File: src/rtl/sal_cmd_sched.sv
// -----------------------------------------------------------------------------
// sal_cmd_sched
//
// This block is the command-bus scheduler for NUM_BANKS per-bank controllers.
// Each cycle it grants at most one command across all banks and command types.
// Grants are combinational and answer requests in the same cycle. The issued
// command and its fields are registered and appear one cycle after the grant.
//
// Class priority, from highest to lowest:
//   column (RD/WR), then ACT, then PRE, then REF.
// Each class picks its winning bank round-robin from its own pointer.
// A bank that asserts several request types is considered only in its
// highest-priority visible class. Within the column class, a bank that asserts
// both RD and WR is granted its RD.
//
// Handshake: a requester holds its *_req_i bit high until it sees the matching
// *_gnt_o bit high in the same cycle. Nothing changes for requests that are not
// granted.
//
// Optional feature (macro SAL_FAW_CHECK_EN):
//   Adds four tFAW down-counters. Each ACT grant loads one counter that is at
//   zero. While all four counters are nonzero, the ACT class is hidden, so a
//   bank's PRE/REF request can compete during that window.
//   Without the macro, t_faw_m1_i is ignored and ACT is never masked.
//
// Ports:
//   clk, rst_n                 clock, asynchronous active-low reset
//   act/rd/wr/pre/ref_req_i    per-bank requests        [NUM_BANKS]
//   ra_i/ca_i/id_i/len_i       per-bank fields, bank b at slice b
//   t_faw_m1_i                 tFAW - 1, quasi-static
//   act/rd/wr/pre/ref_gnt_o    per-bank grants (one-hot or zero overall)
//   cmd_o                      0 NOP, 1 ACT, 2 RD, 3 WR, 4 PRE, 5 REF
//   ba_o, ra_o, ca_o, id_o, len_o  registered fields of the issued command
// -----------------------------------------------------------------------------
`ifndef DRAM_RA_WIDTH
`define DRAM_RA_WIDTH 16
`endif
`ifndef DRAM_CA_WIDTH
`define DRAM_CA_WIDTH 10
`endif
`ifndef AXI_ID_WIDTH
`define AXI_ID_WIDTH 4
`endif
`ifndef AXI_LEN_WIDTH
`define AXI_LEN_WIDTH 8
`endif
`ifndef T_FAW_WIDTH
`define T_FAW_WIDTH 6
`endif

module sal_cmd_sched #(
  parameter int NUM_BANKS = 4,
  parameter int BA_W      = $clog2(NUM_BANKS)
) (
  input  logic                                   clk,
  input  logic                                   rst_n,
  input  logic [NUM_BANKS-1:0]                   act_req_i,
  input  logic [NUM_BANKS-1:0]                   rd_req_i,
  input  logic [NUM_BANKS-1:0]                   wr_req_i,
  input  logic [NUM_BANKS-1:0]                   pre_req_i,
  input  logic [NUM_BANKS-1:0]                   ref_req_i,
  input  logic [NUM_BANKS*`DRAM_RA_WIDTH-1:0]    ra_i,
  input  logic [NUM_BANKS*`DRAM_CA_WIDTH-1:0]    ca_i,
  input  logic [NUM_BANKS*`AXI_ID_WIDTH-1:0]     id_i,
  input  logic [NUM_BANKS*`AXI_LEN_WIDTH-1:0]    len_i,
  input  logic [`T_FAW_WIDTH-1:0]                t_faw_m1_i,
  output logic [NUM_BANKS-1:0]                   act_gnt_o,
  output logic [NUM_BANKS-1:0]                   rd_gnt_o,
  output logic [NUM_BANKS-1:0]                   wr_gnt_o,
  output logic [NUM_BANKS-1:0]                   pre_gnt_o,
  output logic [NUM_BANKS-1:0]                   ref_gnt_o,
  output logic [2:0]                             cmd_o,
  output logic [BA_W-1:0]                        ba_o,
  output logic [`DRAM_RA_WIDTH-1:0]              ra_o,
  output logic [`DRAM_CA_WIDTH-1:0]              ca_o,
  output logic [`AXI_ID_WIDTH-1:0]               id_o,
  output logic [`AXI_LEN_WIDTH-1:0]              len_o
);

  localparam int RA_W  = `DRAM_RA_WIDTH;
  localparam int CA_W  = `DRAM_CA_WIDTH;
  localparam int ID_W  = `AXI_ID_WIDTH;
  localparam int LEN_W = `AXI_LEN_WIDTH;

  localparam logic [2:0] CMD_NOP = 3'd0;
  localparam logic [2:0] CMD_ACT = 3'd1;
  localparam logic [2:0] CMD_RD  = 3'd2;
  localparam logic [2:0] CMD_WR  = 3'd3;
  localparam logic [2:0] CMD_PRE = 3'd4;
  localparam logic [2:0] CMD_REF = 3'd5;

  // Round-robin pick. This returns {found, bank}. The first requesting bank
  // at or above ptr wins, with wrap-around. NUM_BANKS is a power of two, so
  // the BA_W-bit addition wraps naturally.
  function automatic logic [BA_W:0] rr_pick(input logic [NUM_BANKS-1:0] req,
                                            input logic [BA_W-1:0]      ptr);
    logic [BA_W-1:0] idx;
    logic            found;
    logic [BA_W-1:0] win;
    found = 1'b0;
    win   = '0;
    for (int i = 0; i < NUM_BANKS; i++) begin
      idx = ptr + BA_W'(i);
      if (!found && req[idx]) begin
        found = 1'b1;
        win   = idx;
      end
    end
    return {found, win};
  endfunction

  logic [BA_W-1:0] r_col_ptr, r_act_ptr, r_pre_ptr, r_ref_ptr;

  logic [2:0]       r_cmd;
  logic [BA_W-1:0]  r_ba;
  logic [RA_W-1:0]  r_ra;
  logic [CA_W-1:0]  r_ca;
  logic [ID_W-1:0]  r_id;
  logic [LEN_W-1:0] r_len;

  logic                 w_act_mask;
  logic [NUM_BANKS-1:0] w_col_req, w_act_vis;
  logic [NUM_BANKS-1:0] w_act_elig, w_pre_elig, w_ref_elig;
  logic [BA_W:0]        w_col_pick, w_act_pick, w_pre_pick, w_ref_pick;

  // The ACT mask is applied before class filtering. A bank whose ACT is held
  // back by tFAW can therefore still have its PRE or REF considered.
  assign w_col_req  = rd_req_i | wr_req_i;
  assign w_act_vis  = act_req_i & {NUM_BANKS{~w_act_mask}};
  assign w_act_elig = w_act_vis & ~w_col_req;
  assign w_pre_elig = pre_req_i & ~w_col_req & ~w_act_vis;
  assign w_ref_elig = ref_req_i & ~w_col_req & ~w_act_vis & ~pre_req_i;

  assign w_col_pick = rr_pick(w_col_req,  r_col_ptr);
  assign w_act_pick = rr_pick(w_act_elig, r_act_ptr);
  assign w_pre_pick = rr_pick(w_pre_elig, r_pre_ptr);
  assign w_ref_pick = rr_pick(w_ref_elig, r_ref_ptr);

  logic [2:0]       w_cmd_nxt;
  logic [BA_W-1:0]  w_win;
  logic [RA_W-1:0]  w_ra_nxt;
  logic [CA_W-1:0]  w_ca_nxt;
  logic [ID_W-1:0]  w_id_nxt;
  logic [LEN_W-1:0] w_len_nxt;

  always_comb begin
    act_gnt_o = '0;
    rd_gnt_o  = '0;
    wr_gnt_o  = '0;
    pre_gnt_o = '0;
    ref_gnt_o = '0;
    w_cmd_nxt = CMD_NOP;
    w_win     = '0;
    w_ra_nxt  = '0;
    w_ca_nxt  = '0;
    w_id_nxt  = '0;
    w_len_nxt = '0;
    // Grants are held at zero while reset is asserted.
    if (rst_n) begin
      if (w_col_pick[BA_W]) begin
        w_win     = w_col_pick[BA_W-1:0];
        w_ca_nxt  = ca_i[w_win*CA_W +: CA_W];
        w_id_nxt  = id_i[w_win*ID_W +: ID_W];
        w_len_nxt = len_i[w_win*LEN_W +: LEN_W];
        if (rd_req_i[w_win]) begin
          rd_gnt_o[w_win] = 1'b1;
          w_cmd_nxt       = CMD_RD;
        end else begin
          wr_gnt_o[w_win] = 1'b1;
          w_cmd_nxt       = CMD_WR;
        end
      end else if (w_act_pick[BA_W]) begin
        w_win            = w_act_pick[BA_W-1:0];
        act_gnt_o[w_win] = 1'b1;
        w_cmd_nxt        = CMD_ACT;
        w_ra_nxt         = ra_i[w_win*RA_W +: RA_W];
      end else if (w_pre_pick[BA_W]) begin
        w_win            = w_pre_pick[BA_W-1:0];
        pre_gnt_o[w_win] = 1'b1;
        w_cmd_nxt        = CMD_PRE;
      end else if (w_ref_pick[BA_W]) begin
        w_win            = w_ref_pick[BA_W-1:0];
        ref_gnt_o[w_win] = 1'b1;
        w_cmd_nxt        = CMD_REF;
      end
    end
  end

  // Only the pointer of the class that was granted advances.
  always_ff @(posedge clk or negedge rst_n) begin
    if (!rst_n) begin
      r_col_ptr <= '0;
      r_act_ptr <= '0;
      r_pre_ptr <= '0;
      r_ref_ptr <= '0;
    end else begin
      if (w_cmd_nxt == CMD_RD || w_cmd_nxt == CMD_WR) r_col_ptr <= w_win + 1'b1;
      if (w_cmd_nxt == CMD_ACT)                       r_act_ptr <= w_win + 1'b1;
      if (w_cmd_nxt == CMD_PRE)                       r_pre_ptr <= w_win + 1'b1;
      if (w_cmd_nxt == CMD_REF)                       r_ref_ptr <= w_win + 1'b1;
    end
  end

  always_ff @(posedge clk or negedge rst_n) begin
    if (!rst_n) begin
      r_cmd <= CMD_NOP;
      r_ba  <= '0;
      r_ra  <= '0;
      r_ca  <= '0;
      r_id  <= '0;
      r_len <= '0;
    end else begin
      r_cmd <= w_cmd_nxt;
      r_ba  <= w_win;
      r_ra  <= w_ra_nxt;
      r_ca  <= w_ca_nxt;
      r_id  <= w_id_nxt;
      r_len <= w_len_nxt;
    end
  end

  assign cmd_o = r_cmd;
  assign ba_o  = r_ba;
  assign ra_o  = r_ra;
  assign ca_o  = r_ca;
  assign id_o  = r_id;
  assign len_o = r_len;

`ifdef SAL_FAW_CHECK_EN
  localparam int FAW_W = `T_FAW_WIDTH;

  logic [FAW_W-1:0] r_faw_cnt [4];
  logic [3:0]       w_faw_zero;
  logic [3:0]       w_faw_load;

  always_comb begin
    for (int k = 0; k < 4; k++) w_faw_zero[k] = (r_faw_cnt[k] == '0);
  end

  // The lowest-numbered idle counter takes the new ACT. One is always idle
  // when an ACT is granted, because ACT is masked otherwise.
  always_comb begin
    w_faw_load = '0;
    if (w_faw_zero[0])      w_faw_load[0] = 1'b1;
    else if (w_faw_zero[1]) w_faw_load[1] = 1'b1;
    else if (w_faw_zero[2]) w_faw_load[2] = 1'b1;
    else if (w_faw_zero[3]) w_faw_load[3] = 1'b1;
  end

  assign w_act_mask = ~|w_faw_zero;

  always_ff @(posedge clk or negedge rst_n) begin
    if (!rst_n) begin
      for (int k = 0; k < 4; k++) r_faw_cnt[k] <= '0;
    end else begin
      for (int k = 0; k < 4; k++) begin
        if (w_cmd_nxt == CMD_ACT && w_faw_load[k]) r_faw_cnt[k] <= t_faw_m1_i;
        else if (!w_faw_zero[k])                   r_faw_cnt[k] <= r_faw_cnt[k] - 1'b1;
      end
    end
  end
`else
  logic w_unused_faw;
  assign w_unused_faw = ^t_faw_m1_i;
  assign w_act_mask   = 1'b0;
`endif

endmodule

File: config.mk
export PLATFORM = sky130hd
export DESIGN_NAME = sal_cmd_sched
export DESIGN_NICKNAME = d
export VERILOG_FILES = /design/src/rtl/sal_cmd_sched.sv
export SDC_FILE = /design/constraint.sdc
export NUM_CORES = 1
export LEC_CHECK = 0
export ABC_AREA = 1
export CAP_MARGIN = 25
export CORE_MARGIN = 4
export CORE_UTILIZATION = 38
export DETAILED_ROUTE_END_ITERATION = 7
export GPL_ROUTABILITY_DRIVEN = 0
export PLACE_DENSITY = 0.87
export SYNTH_ARGS = -nofsm -noshare
export SYNTH_HDL_FRONTEND = slang
export SYNTH_SLANG_ARGS = --single-unit
File: constraint.sdc
create_clock -name clk -period 4.4 [get_ports clk]
set_input_delay 1.32 -clock clk [delete_from_list [all_inputs] [get_ports clk]]
set_output_delay 1.32 -clock clk [all_outputs]
set_load 0.01 [all_outputs]
After elaboration in Yosys (flattened, before gate mapping)
Cells that the tools add are included.

Output and inout port bits: 63. Register bits: 51. Input port bits: 180. Logic and storage cells: 208.

Multiply operators: 1. Reduce and logical (&&, ||, !) cells: 29. Shift operators: 4. Add/sub/neg operators: 13. Eq/ne operators: 5. Order comparisons: 24. Mux-type cells: 112. Bitwise operators: 10.

Operators with widths (count): $mux W4 (20); $shiftx A64 B7 Y16 (1); $lt A2 B3 Y1 const B (20); $mux W16 (3); $mux W2 (21); $shiftx A40 B7 Y10 (1); $mux W1 (38); $bmux W1 S2 (17); $shiftx A32 B6 Y8 (1); $and A4 B4 Y4 (6); $mux W10 (2); $add A2 B2 Y2 const B (8); $logic_and A1 B1 Y1 (16); $mux W8 (2); $shiftx A16 B5 Y4 (1); $mux W3 (5); $logic_not A1 Y1 (12); $not A4 Y4 (3); $add A2 B1 Y2 const B (5); $demux W1 S2 (4); $ge A2 B1 Y1 const B (4); $eq A3 B2 Y1 const B (2); $eq A3 B3 Y1 const B (2); $mul A2 B3 Y5 const B (1); 3 further kinds (3).

Depth between registers and ports, before layout
Word-level depth: 26. Mapped depth: 18. Gate-level depth less buffers: 17.

Worst setup path after synthesis
No wires, ideal clock.

Kind: input-to-output. Start point: input port wr_req_i[1]. End point: output port wr_gnt_o[2]. Path slack: 0.123 ns. Stages on the path: 12. Arrival: 2.957 ns. Buffers on the path: 1. Cells stage by stage: nor2_2 > o21ai_1 > nand2_1 > nand2_1 > nor2_2 > nand3b_2 > inv_2 > o21ai_4 > nor2_2 > buf_2 > nand2_1 > nor2_1.

Word-level cells in the longest chain between the ends: 20.

RTL lines: start: declaration (line 59) `input logic [NUM_BANKS-1:0] wr_req_i,`; $or A4 B4 Y4 (*) (line 128) `assign w_col_req = rd_req_i | wr_req_i;`; $bmux W1 S2 (line 104) `if (!found && req[idx]) begin`; $mux W1 (not written as such) (line 104); $mux W1 (line 104); $logic_not A1 Y1 (line 104); $logic_and A1 B1 Y1 (line 104); $mux W1 (line 104); $logic_not A1 Y1 (line 104); (+4 left out); $mux W2 (line 104); $lt A2 B3 Y1 (not written as such) or $ge A2 B1 Y1 (tied branches) (line 169) `wr_gnt_o[w_win] = 1'b1;`; $logic_and A1 B1 Y1 (not written as such) (line 169); $mux W1 (not written as such) (line 169); $demux W1 S2 (line 169); $mux W4 (line 165) `if (rd_req_i[w_win]) begin`; $mux W4 (*) (line 160) `if (w_col_pick[BA_W]) begin`; $mux W4 (*) (line 159) `if (rst_n) begin`; end: declaration (line 69) `output logic [NUM_BANKS-1:0] wr_gnt_o,`.

Every way passes the cells marked *; elsewhere a longest branch is shown, timed or not. The select of a mux whose other input is x is not followed.

Worst setup path in the final report
Start point: input port wr_req_i[2]. End point: output port wr_gnt_o[2].

Same word-level chain as after synthesis.

==> results.md <==
* Worst EP required at 3.08 ns
* Root buf cell: clkbuf_8
* Max-slew violation count at 0
* Synth Area in Compound Gates at between 15 and 20%
* Worst Tran Pin Value at ~0.55 ns
* Number of synthesized flops with an enable pin at 0
* Post-route clock skew at 0.0110 ns
* Post-Synth XOR/XNOR Area at less than 1%
* CTS tree: done
* Warnings from Yosys at 0
* Leakage power at 3.71 nW
* Peak VDD IR at approximately 600 uV
* Initial antenna violation count at 0
* Area occupied by multi-input gates at about 2700 um^2
* RSZ-0062 raised after global routing: yes
* Max Cap Viol at 0
* Failing checks: setup timing
* Kind of critical path: input port to output port
* Antenna Violating Nets Remaining at 0
* Clock latency on the worst-skew pair at slightly above 0.3 ns
* Outcome: finished, violations left
* Number of I/O pins at 243
* Crit path arrival time at between 3 and 4 ns
* Slew margin rel. at between 60 and 70%
* FILL cells at approximately 750
* Syn Nets at approximately 810
* CTS H-tree lvls at 2
* CP Launch Type: input port
* Share of layout cells above drive strength 1 at between 20 and 30%
* Post-Route WL at 18700 um
* Synth cell types at 29
* Period minus WS final at approximately 4.8 ns
* Layout area overhead at 96.7%
* Total CTS buffers at 5
* Total Routing Usage GR at 26.2%
* Cell count after placement at 1045
* Sequential share of the synthesized area at around a third
* Worst min-delay path startpoint: r_col_ptr[1]
* Die H at 110 um
* Die W at 110 um
* Post-synthesis mux area share at 0%
* Setup WS post-layout at -0.391 ns
* # diodes at 0
* Top_reg_cell synth: dfrtp_1
* FF-to-FF setup slack at between 1 and 1.5 ns
* First-pass GRT wire length at approximately 27000 um
* Post-Synth Simple-Gate Area at between 30% and 40%
* Crit path max fanout at 4
* Endpoint type of the worst setup path: output port
* Post-Synthesis Cells at 629
* Syn_area_per_cell at between 6 and 7 um^2
* Number of port buffers at approximately 240
* Final Instance Count excl. Fillers at between 1000 and 1500
* Power density over the cells at 678 nW/um^2
* GRT overflow at 0
* Largest family of logic cells by synthesized area: simple AND/OR/NAND/NOR gates
* Worst R2R Path Depth at 19
* Initial core utilization at about two fifths
* R2R Path Start: r_col_ptr[0]
* Hold worst-path end: r_col_ptr[1]
* Core area at about 10000 um^2
* CTS max path bufs at 2
* Fin crit share at 109%
* HP Class: flop to flop
* FP Rows at 37
* FF+latch area at ~1300 um^2
* Largest net degree at the start of global routing at between 40 and 50
* Total number of vias at ~5900
* Count of final setup violators at 18
* Detailed Place HPWL at between 10000 and 15000 um
* CTS Sinks at just over 50
* F_max at about 0.21 GHz
* WL/cell at around 17 um
* Final Hold Fails at 0
* # nets final at about 1100
* Clk pin slew, worst setup/hold paths at roughly 0.09 ns
* Number of global-route vias before repair at between 5000 and 6000
* Synth Register Bits at 51
* DRC viols at 0
* R2R Path End: r_pre_ptr[1]
* Iter 0 DRT Violations at just under 500
* Post-Syn Area at roughly 4000 um^2
* Fraction of registers with async set or reset after synthesis at 100%
* Die Footprint at about 12000 um^2
* Adder-cell share of the synthesized area at 0%
* Pre-Repair DR Iteration Count at 6
* Setup TNS at -3.41 ns
* Hold path cells at 2
* Via-per-instance ratio at roughly 5.4
-- power breakdown --
part / switching [mW] / total (mW) / internal (mW)
Clock: 0.174 / 0.361 / 0.188
Sequential: 0.101 / 0.694 / 0.593
Combinational: 2.38 / 4.26 / 1.88
Total: 2.65 / 5.32 / 2.66
-- layout by cell type (no fill, tap or decap), types with 3 or more instances in the layout --
master and instances:
o21ai_2 5, a21oi_1 73, buf_4 106, clkdlybuf4s50_1 197
nand3_2 13, nor2_4 11, nand2_2 25, a41oi_1 16
nand2_1 75, o21ai_0 6, buf_8 4, buf_2 21
o21ai_4 5, inv_1 75, nand3_4 6, nor2_2 13
dfrtp_1 51, clkbuf_8 6, nand3_1 102, nor3_2 4
buf_6 20, nand2_4 7, inv_2 13, nor2_1 63
nand4_1 23, dlygate4sd2_1 9, xnor2_1 3
-- flip-flops by register name (all words and copies together) (netlist names) --
signal,count
ba_o,2
r_pre_ptr,2
ca_o,10
id_o,4
r_col_ptr,2
r_ref_ptr,2
len_o,8
r_act_ptr,2
cmd_o,3
ra_o,16
-- per-stage QoR --
| stage | hold WS, ns | worst slack, ns | utilization (%) | total power, mW | cell area [um^2] |
|---|---|---|---|---|---|
| finish | 0.697 | -0.391 | 76.3 | 5.32 | 7850 |
| global route | 0.725 | -0.491 | 76.3 | 5.68 | 7850 |
| floorplan | 0.568 | 0.123 | - | 2.57 | 3990 |
| global placement | 0.606 | -0.886 | 67.5 | 3.80 | 6940 |
| CTS | 0.657 | -0.175 | 70.9 | 4.61 | 7290 |
| detailed placement | 0.626 | -0.969 | 67.5 | 3.86 | 6940 |
-- routing by layer --
| layer | GRT usage (%) | up-vias | share of wire [%] |
|---|---|---|---|
| met5 | 0 | - | 0 |
| met1 | 29.0 | 2734 | 37 |
| met4 | 8.13 | 0 | 3.8 |
| li1 | - | 2766 | - |
| met3 | 5.70 | 83 | 7.2 |
| met2 | 49.6 | 339 | 52 |
-- critical path, cell delays in order --
cell and delay (ns):
buf_6 0.10, nor2_4 0.13, buf_4 0.16, o21ai_4 0.07
nand2_2 0.11, o21ai_4 0.09, nor2_4 0.23, nand3_2 0.13
nand3_2 0.12, nand2_4 0.07, buf_4 0.15, nor2_4 0.12
nand2_2 0.08, nand4_1 0.17, buf_6 0.15, buf_6 0.11
nor2_4 0.03, buf_6 0.12
-- Yosys cell counts (8+ instances only) --
master | instances | share of area [%]
nor2_1 | 80 | 7.5
inv_2 | 8 | 0.75
buf_2 | 15 | 1.9
o21ai_1 | 8 | 1.0
o21ai_0 | 8 | 1.0
dfrtp_1 | 51 | 32
nand4_1 | 23 | 3.6
inv_1 | 82 | 7.7
a41oi_1 | 16 | 3.5
clkbuf_1 | 8 | 0.75
nand3_1 | 121 | 15
nand2_1 | 104 | 9.8
a21oi_1 | 73 | 9.2
-- area by class of cell --
| cell class | instances | share of cell area [%] |
|---|---|---|
| Clock buffer | 6 | 1.05 |
| Clock inverter | 2 | 0.494 |
| Inverter | 90 | 4.37 |
| Multi-Input combinational cell | 459 | 34.0 |
| Sequential cell | 51 | 16.3 |
| Tap cell | 136 | 2.17 |
| Timing Repair Buffer | 359 | 41.7 |
-- worst max path at each step --
stage	start	to	slack, ns	depth (start not counted)
floorplan	wr_req_i[1]	wr_gnt_o[2]	0.12	12
global placement	rd_req_i[0]	wr_gnt_o[2]	-0.89	17
detailed placement	rd_req_i[2]	wr_gnt_o[2]	-0.97	14
CTS	rd_req_i[2]	wr_gnt_o[2]	-0.17	17
global route	wr_req_i[2]	wr_gnt_o[0]	-0.49	18
finish	wr_req_i[2]	wr_gnt_o[2]	-0.39	18
-- logic make-up after synthesis --
logic type,after synthesis
AOI/OAI and AO/OA,108
and+or+nand+nor,347
buffers and inverters,119
xor gates and xnor gates,4
DFF,51
-- what timing repair did --
action,4_1_cts,5_1_grt
setup buffers,26,29
hold buffers,0,0
pin swaps,39,42
endpoints found under the setup margin,20,20
resized for setup,172,102
Note: power is estimated with default switching activity, not from simulation.
